<file path="config.mk">
export PLATFORM = sky130hd
export DESIGN_NAME = axi_w_stream_tap
export DESIGN_NICKNAME = d
export VERILOG_FILES = /design/src/rtl/axi_tap_pkg.sv /design/src/rtl/stream_out_reg.sv /design/src/rtl/axi_w_stream_tap.sv
export SDC_FILE = /design/constraint.sdc
export NUM_CORES = 1
export LEC_CHECK = 0
export ABC_AREA = 1
export CAP_MARGIN = 0
export CORE_AREA = 2 2 240 242
export DETAILED_ROUTE_END_ITERATION = 12
export DIE_AREA = 0 0 242 244
export DONT_BUFFER_PORTS = 1
export HOLD_SLACK_MARGIN = 0.15
export PLACE_DENSITY = 0.53
export SLEW_MARGIN = 5
export SYNTH_ARGS = -nofsm -noshare
export SYNTH_HDL_FRONTEND = slang
export SYNTH_SLANG_ARGS = --single-unit
</file>
<file path="constraint.sdc">
create_clock -name clk -period 2.6 [get_ports clk]
set_input_delay 0.52 -clock clk [delete_from_list [all_inputs] [get_ports clk]]
set_output_delay 0.52 -clock clk [all_outputs]
set_load 0.05 [all_outputs]
</file>
<file path="src/rtl/axi_tap_pkg.sv">
// Shared types and helpers for the AXI channel taps (write side today, read side later).
package axi_tap_pkg;

  typedef enum logic [1:0] {META, DATA, STRB} tap_state_e;

  localparam logic [2:0] TAG_STREAM = 3'b011;
  localparam logic [2:0] TAG_ERR    = 3'b111;

  // Payload bits left in a stream word once the type tag occupies the MSBs.
  function automatic int unsigned chunk_bits(int unsigned data_width, int unsigned tag_width);
    return data_width - tag_width;
  endfunction

  function automatic int unsigned strb_words(int unsigned max_burst, int unsigned strb_w,
                                             int unsigned chunk);
    return (max_burst * strb_w + chunk - 1) / chunk;
  endfunction

endpackage

</file>
<file path="src/rtl/stream_out_reg.sv">
// Single-entry valid/ready output register; the caller only raises load when load_ok is high.
module stream_out_reg #(
  parameter int unsigned WIDTH = 128
) (
  input  logic             clk,
  input  logic             reset,
  input  logic             load,
  input  logic [WIDTH-1:0] load_data,
  input  logic             load_last,
  output logic             load_ok,
  output logic             valid,
  input  logic             ready,
  output logic             last,
  output logic [WIDTH-1:0] data
);

  assign load_ok = !valid || ready;

  always_ff @(posedge clk) begin
    if (reset) begin
      valid <= 1'b0;
      last  <= 1'b0;
      data  <= '0;
    end else if (load) begin
      valid <= 1'b1;
      last  <= load_last;
      data  <= load_data;
    end else if (ready) begin
      valid <= 1'b0;
    end
  end

endmodule

</file>
<file path="src/rtl/axi_w_stream_tap.sv">
// AXI W-channel tap: forwards beats unchanged and mirrors each burst as meta, data and
// packed-strobe words onto a registered stream.
module axi_w_stream_tap
  import axi_tap_pkg::*;
#(
  parameter int unsigned                   DATA_WIDTH        = 128,
  parameter int unsigned                   ID_WIDTH          = 32,
  parameter int unsigned                   USER_WIDTH        = 64,
  parameter int unsigned                   STREAM_TYPE_WIDTH = 3,
  parameter logic [STREAM_TYPE_WIDTH-1:0]  STREAM_TYPE       = TAG_STREAM,
  parameter logic [STREAM_TYPE_WIDTH-1:0]  ERR_TYPE          = TAG_ERR,
  parameter int unsigned                   MAX_BURST         = 16
) (
  input  logic                    clk,
  input  logic                    reset,
  input  logic                    grant,
  output logic                    m_valid,
  input  logic                    m_ready,
  output logic                    m_last,
  output logic [DATA_WIDTH-1:0]   m_data,
  output logic                    in_progress,
  output logic                    overflow,
  input  logic [ID_WIDTH-1:0]     AXIS_wid,
  input  logic [DATA_WIDTH-1:0]   AXIS_wdata,
  input  logic [DATA_WIDTH/8-1:0] AXIS_wstrb,
  input  logic                    AXIS_wlast,
  input  logic [USER_WIDTH-1:0]   AXIS_wuser,
  input  logic                    AXIS_wvalid,
  output logic                    AXIS_wready,
  output logic [ID_WIDTH-1:0]     AXIM_wid,
  output logic [DATA_WIDTH-1:0]   AXIM_wdata,
  output logic [DATA_WIDTH/8-1:0] AXIM_wstrb,
  output logic                    AXIM_wlast,
  output logic [USER_WIDTH-1:0]   AXIM_wuser,
  output logic                    AXIM_wvalid,
  input  logic                    AXIM_wready
);

  localparam int unsigned STRB_W     = DATA_WIDTH / 8;
  localparam int unsigned CHUNK      = chunk_bits(DATA_WIDTH, STREAM_TYPE_WIDTH);
  localparam int unsigned STRB_WORDS = strb_words(MAX_BURST, STRB_W, CHUNK);
  localparam int unsigned STRB_BITS  = MAX_BURST * STRB_W;
  localparam int unsigned PAD_BITS   = STRB_WORDS * CHUNK;
  localparam int unsigned CntW       = $clog2(MAX_BURST + 1);
  localparam int unsigned IdxW       = (STRB_WORDS > 1) ? $clog2(STRB_WORDS) : 1;

  tap_state_e             state_q, state_d;
  logic [CntW-1:0]        cnt_q, cnt_d;
  logic [STRB_BITS-1:0]   strb_q, strb_d;
  logic                   ovf_q, ovf_d;
  logic [IdxW-1:0]        idx_q, idx_d;
  logic                   load_ok, fire, load, load_last;
  logic [DATA_WIDTH-1:0]  load_data;
  logic [PAD_BITS-1:0]    strb_pad;
  logic [CHUNK-1:0]       chunk;

  assign AXIM_wid    = AXIS_wid;
  assign AXIM_wdata  = AXIS_wdata;
  assign AXIM_wstrb  = AXIS_wstrb;
  assign AXIM_wlast  = AXIS_wlast;
  assign AXIM_wuser  = AXIS_wuser;
  assign overflow    = ovf_q;
  assign in_progress = (state_q != META) || m_valid;
  // Zero-extended so the final chunk reads zeros past the captured strobes.
  assign strb_pad    = PAD_BITS'(strb_q);

  always_comb begin
    chunk = '0;
    for (int i = 0; i < STRB_WORDS; i++) begin
      if (idx_q == IdxW'(i)) chunk = strb_pad[i*CHUNK +: CHUNK];
    end
  end

  always_comb begin
    fire        = grant && load_ok && !reset;
    state_d     = state_q;
    cnt_d       = cnt_q;
    strb_d      = strb_q;
    ovf_d       = ovf_q;
    idx_d       = idx_q;
    load        = 1'b0;
    load_last   = 1'b0;
    load_data   = '0;
    AXIS_wready = 1'b0;
    AXIM_wvalid = 1'b0;
    unique case (state_q)
      META: begin
        if (fire && AXIS_wvalid) begin
          load                                          = 1'b1;
          load_data[DATA_WIDTH-1 -: STREAM_TYPE_WIDTH] = STREAM_TYPE;
          load_data[ID_WIDTH-1:0]                       = AXIS_wid;
          state_d                                       = DATA;
        end
      end
      DATA: begin
        AXIM_wvalid = AXIS_wvalid && fire;
        AXIS_wready = AXIM_wready && fire;
        if (AXIS_wvalid && AXIM_wready && fire) begin
          load      = 1'b1;
          load_data = AXIS_wdata;
          if (cnt_q < CntW'(MAX_BURST)) begin
            for (int b = 0; b < MAX_BURST; b++) begin
              if (cnt_q == CntW'(b)) strb_d[b*STRB_W +: STRB_W] = AXIS_wstrb;
            end
            cnt_d = cnt_q + 1'b1;
          end else begin
            ovf_d = 1'b1;
          end
          if (AXIS_wlast) begin
            state_d = STRB;
            idx_d   = '0;
          end
        end
      end
      STRB: begin
        if (fire) begin
          load                                          = 1'b1;
          load_data[DATA_WIDTH-1 -: STREAM_TYPE_WIDTH] = ovf_q ? ERR_TYPE : STREAM_TYPE;
          load_data[CHUNK-1:0]                          = chunk;
          if (idx_q == IdxW'(STRB_WORDS - 1)) begin
            load_last = 1'b1;
            state_d   = META;
            cnt_d     = '0;
            strb_d    = '0;
            ovf_d     = 1'b0;
          end else begin
            idx_d = idx_q + 1'b1;
          end
        end
      end
      default: state_d = META;
    endcase
  end

  always_ff @(posedge clk) begin
    if (reset) begin
      state_q <= META;
      cnt_q   <= '0;
      strb_q  <= '0;
      ovf_q   <= 1'b0;
      idx_q   <= '0;
    end else begin
      state_q <= state_d;
      cnt_q   <= cnt_d;
      strb_q  <= strb_d;
      ovf_q   <= ovf_d;
      idx_q   <= idx_d;
    end
  end

  stream_out_reg #(
    .WIDTH(DATA_WIDTH)
  ) u_out (
    .clk      (clk),
    .reset    (reset),
    .load     (load),
    .load_data(load_data),
    .load_last(load_last),
    .load_ok  (load_ok),
    .valid    (m_valid),
    .ready    (m_ready),
    .last     (m_last),
    .data     (m_data)
  );

endmodule

</file>
-- Yosys cells after proc, flatten, opt, wreduce, memory -nomap -nowiden
Index checks and enable logic that the tools add are counted.
Widths: inputs -> output; s select.
- equality and inequality tests: 43
- bitwise logic cells: 0
- add/subtract/negate cells: 2
- order comparisons: 1
- reduce and logical (&&, ||, !) cells: 36
- shift-type cells: 0
- divide/modulo/power cells: 0
- multiplexer cells: 64
- multiply operators: 0
- operators by type and width (cell ; count):
    $mux 256 ; 4
    $pmux 256 s2 ; 1
    $mux 125 ; 3
    $mux 128 ; 2
    $mux 16 ; 16
    $pmux 93 s2 ; 1
    $pmux 32 s3 ; 1
    $reduce_and 6->1 ; 16
    $ne 2x2->1 const B ; 24
    $eq 5x4->1 const B ; 8
    $mux 32 ; 1
    $eq 5x3->1 const B ; 4
    $mux 2 ; 10
    $mux 5 ; 4
    $reduce_and 5->1 ; 4
    $mux 1 ; 14
    $eq 5x2->1 const B ; 2
    $pmux 5 s2 ; 1
    $pmux 3 s3 ; 1
    $logic_and 1x1->1 ; 6
    $pmux 2 s3 ; 1
    $reduce_bool 2->1 ; 3
    $add 5x1->5 const B ; 1
    $eq 5x1->1 const B ; 1
    other kinds (12) ; 17
- output and inout bits: 375
- latch bits: 0
- memory bits (read-only): 0
- bits in writable memories: 0
- memories: 0
- word-level logic and storage cells: 169
- flip-flop bits (word level): 396

-- Longest topological paths before layout
- depth after elaboration: 8
- gate-level depth with buffers: 13

-- Cells and area by module
Synthesis repeated with hierarchy kept, for this count alone.
- cell total of the unflattened synthesis: 3283
- area, all modules: 20951.3 um^2
- by module, submodules not included (module ; instances ; area each (um^2) ; cells an instance):
    axi_w_stream_tap ; 1 ; 16479.6 ; 2719
    stream_out_reg ; 1 ; 4471.8 ; 564

-- Least setup slack after synthesis
Ideal clock, no wire load.
- path kind: in2out
- start point: in reset
- end point: out AXIS_wready
- data arrival time: 2.095 ns
- stages on the path: 8
- path slack: -0.015 ns
- data required time: 2.080 ns
- cell sequence: buf_2 -> inv_2 -> nand2_2 -> nor2_4 -> buf_2 -> clkbuf_1 -> nand2_1 -> nor2_1
- word-level cells in the longest chain between the ends: 4
- RTL lines (item ; line ; RTL):
    start: declaration ; axi_w_stream_tap.sv:15 ; input logic reset,
    $logic_not 1->1 ; axi_w_stream_tap.sv:75 ; fire = grant && load_ok && !reset;
    $logic_and 1x1->1 ; axi_w_stream_tap.sv:75 ;
    $logic_and 1x1->1 ; axi_w_stream_tap.sv:97 ; AXIS_wready = AXIM_wready && fire;
    $mux 1 ; axi_w_stream_tap.sv:86 ; unique case (state_q)
    end: declaration ; axi_w_stream_tap.sv:29 ; output logic AXIS_wready,
Every way passes these cells.

-- Worst setup path in the final report
- start point: reg u_out.valid
- end point: out AXIS_wready
- word-level cells in the longest chain between the ends: 6
- RTL lines (item ; line ; RTL):
    start: declaration ; stream_out_reg.sv:11 ; output logic valid,
    start signal: assignment ; stream_out_reg.sv:21 ; valid <= 1'b0;
    start signal: assignment ; stream_out_reg.sv:25 ; valid <= 1'b1;
    start signal: assignment ; stream_out_reg.sv:29 ; valid <= 1'b0;
    $logic_not 1->1 ; stream_out_reg.sv:17 ; assign load_ok = !valid || ready;
    $logic_or 1x1->1 ; stream_out_reg.sv:17 ;
    $logic_and 1x1->1 (2 in series) ; axi_w_stream_tap.sv:75 ;
    $logic_and 1x1->1 ; axi_w_stream_tap.sv:97 ;
    $mux 1 ; axi_w_stream_tap.sv:86 ;
Every way passes these cells.

==> impl_metrics.env <==
export IMPL_synth_nets=3343
export IMPL_final_min_clock_period_ns=2.46
export IMPL_syn_instance_count=3083
export IMPL_track_usage=0.228
export IMPL_die_h_um=244
export IMPL_slew_violations=0
export IMPL_worstPathRequired_ns=2.08
export IMPL_cellLeakagePower_nw=8.22
export IMPL_fin_crit_sh=0.947
export IMPL_crit_fanout=65
export IMPL_numCtsBuffers=47
export IMPL_coreArea_mm2=0.0562
export IMPL_io_buffers=0
export IMPL_p_per_area_mw_per_mm2=1350
export IMPL_synth_seq_cells=396
export IMPL_finalSetupViolations=0
export IMPL_drcViolationCount=0
export IMPL_rsz0062_at_grt="true"
export IMPL_worstSkewPairLatency_ns=0.59
export IMPL_end_kind="output pin"
export IMPL_cts_sinks=396
export IMPL_path_class="reg -> out"
export IMPL_avgSynthCellArea_um2=6.72
export IMPL_wl_um=70200
export IMPL_finalInstanceArea_mm2=0.0212
export IMPL_cap_viol_max_count=0
export IMPL_ir_drop_mv=0.709
export IMPL_cts_tree="built"
export IMPL_grt_first_pass_wirelength_um=106000
export IMPL_hold_violations=0
export IMPL_syn_area_mm2=0.0207
export IMPL_yosysWarnings=0
export IMPL_min_delay_path_class="in -> reg"
export IMPL_place_hpwl_um=43300
export IMPL_drive_above_1_share=0.0669
export IMPL_yosysSeqAreaShare=0.382
export IMPL_tightest_slew_ns=0.977
export IMPL_gp_routability_congestion=0.842
export IMPL_rows=87
export IMPL_clock_fmax_mhz=406
export IMPL_utilization=0.378
export IMPL_start_kind="register"
export IMPL_cts_buffer_depth=3
export IMPL_h_tree_depth=2
export IMPL_ant_nets=0
export IMPL_dieArea_mm2=0.0590
export IMPL_fin_nets=2976
export IMPL_floorplan_initialDensity=0.369
export IMPL_avgViaCountPerCell=5.32
export IMPL_root_buffer="clkbuf_16"
export IMPL_detail_route_wl_per_cell_um=20.0
export IMPL_drtPass1Iterations=5
export IMPL_max_slew_margin_rel=0.348
export IMPL_vias=18679
export IMPL_grt_overflow=0
export IMPL_fin_setup_tns_ns=0
export IMPL_placed_cell_area_mm2=0.0195
export IMPL_io_pins=622
export IMPL_num_fill_cells=5952
export IMPL_area_growth_pct=2.28
export IMPL_grt_pass1_vias=17543
export IMPL_antenna_found_initial=1
export IMPL_status="finished, final reports clean"
export IMPL_grt_start_max_net_pins=202
export IMPL_hold_buffers=4
export IMPL_synth_distinct_cells=30
export IMPL_worst_ep_arrival_time_ns=1.94
export IMPL_cts_clk_slew_worst_paths_ns=0.06
export IMPL_die_w_um=242
export IMPL_drt_iter0_markers=1616
export IMPL_clock_skew_ns=0.0171
## cell families (layout without fill, tap and decap cells)
group / Yosys count / count (layout) / share of synthesized area
simple gates: 1528 / 1528 / 0.309
buf+inv: 574 / 241 / 0.159
compound gates: 572 / 572 / 0.142
flops: 396 / 396 / 0.382
fa+ha+maj: 13 / 13 / 0.00785
other cells: 0 / 2 / 0
## synthesized netlist by cell type
master	instances	area, µm²
a21oi_1	361	1810
buf_1	43	161
buf_12	1	20.0
buf_2	57	285
buf_4	248	1860
buf_6	16	180
clkbuf_1	116	435
clkbuf_2	1	5.00
clkinv_1	1	3.75
dfxtp_1	396	7930
ha_1	13	163
inv_1	74	278
inv_2	17	63.8
nand2_1	894	3360
nand2_2	3	18.8
nand2_4	2	22.5
nand3_1	170	851
nand4_1	100	626
nor2_1	342	1280
nor2_2	2	12.5
nor2_4	2	22.5
nor2_8	9	180
nor3_1	1	5.00
nor3b_1	1	7.51
o2111ai_1	5	43.8
o211ai_1	26	195
o21ai_0	170	851
o21ai_1	9	45.0
o21ai_2	1	8.76
or2_2	2	12.5
## timing repair
item                                    4_1_cts  5_1_grt
buffers inserted                              0        1
pin swaps                                     0        1
endpoints found under the setup margin        1        3
endpoints found under the hold margin       197      190
cloned                                        0        1
resized for setup                             1        3
## worst paths after layout
path	start	end	slack, ns	cells past startpoint
max	u_out.valid	AXIS_wready	0.14	7
min	reset	u_out.data[35]	0.01	1
max reg2reg	state_q[0]	u_out.data[127]	0.21	10
min reg2reg	strb_q[204]	strb_q[204]	0.46	2
## where the power goes
part,internal (mW),switching [mW],leakage (nW)
combinational,3.42,9.03,4.19
clock,4.33,2.73,0.805
sequential,7.83,1.31,3.22
total,15.6,13.1,8.22
## metal layers
layer  wire length (µm)  track usage  up-vias
li1                   -            -     9031
met1              30800        0.298     8834
met2              33000        0.383      711
met3               4810       0.0437      103
met4               1620       0.0610        0
met5                  0      0.00408        -
## sequential cells by signal, summed over array words and instances, names as in the netlist
| name | count |
|---|---|
| strb_q | 256 |
| u_out.data | 128 |
| cnt_q | 5 |
| idx_q | 2 |
| state_q | 2 |
| overflow | 1 |
| u_out.last | 1 |
| u_out.valid | 1 |
## through the flow
stage / std cells / setup WS, ns / total power, mW / hold WS, ns
floorplan: 3083 / 0.190 / 19.1 / 0.439
detailed placement: 3417 / 0.188 / 21.6 / 0.447
global placement: 3417 / 0.266 / 21.3 / 0.442
global route: 3506 / -0.0164 / 30.6 / -0.0279
CTS: 3504 / 0.0577 / 28.7 / -0.0300
finish: 3508 / 0.138 / 28.7 / 0.0120
## area by class of cell
cell class	count	area, µm²	area share
clock buffers	66	1360	0.0640
multi-input cells	2113	9580	0.452
diodes	2	5.00	0.000236
well taps	756	946	0.0446
inverters	92	355	0.0168
flip-flops and latches	396	7930	0.374
repair buffers	66	751	0.0354
clock inverters	17	284	0.0134
## placed cells by master, fill, tap and decap left out, types with 2 or more instances in the layout
master / Yosys / layout
a21oi_1: 361 / 361
buf_12: 1 / 16
buf_4: 248 / 43
bufinv_16: 0 / 7
clkbuf_1: 116 / 8
clkbuf_16: 0 / 48
clkbuf_8: 0 / 11
clkinv_2: 0 / 8
clkinvlp_4: 0 / 2
dfxtp_1: 396 / 396
diode_2: 0 / 2
dlygate4sd3_1: 0 / 4
ha_1: 13 / 10
ha_4: 0 / 3
inv_1: 74 / 72
inv_2: 17 / 15
inv_6: 0 / 2
nand2_1: 894 / 893
nand2_2: 3 / 3
nand2_4: 2 / 2
nand3_1: 170 / 170
nand4_1: 100 / 100
nor2_1: 342 / 340
nor2_2: 2 / 3
nor2_4: 2 / 3
nor2_8: 9 / 9
o2111ai_1: 5 / 5
o211ai_1: 26 / 26
o21ai_0: 170 / 170
o21ai_1: 9 / 8
o21ai_2: 1 / 2
or2_2: 2 / 2
## worst max-delay path, stage by stage (launching register included)
cell and delay [ns]:
dfxtp_1 0.33, inv_1 0.07, nor2_1 0.07, nor2_4 0.17
buf_12 0.26, nand2_1 0.10, nor2_2 0.18, buf_12 0.16
(Power assumes the default switching activity.)
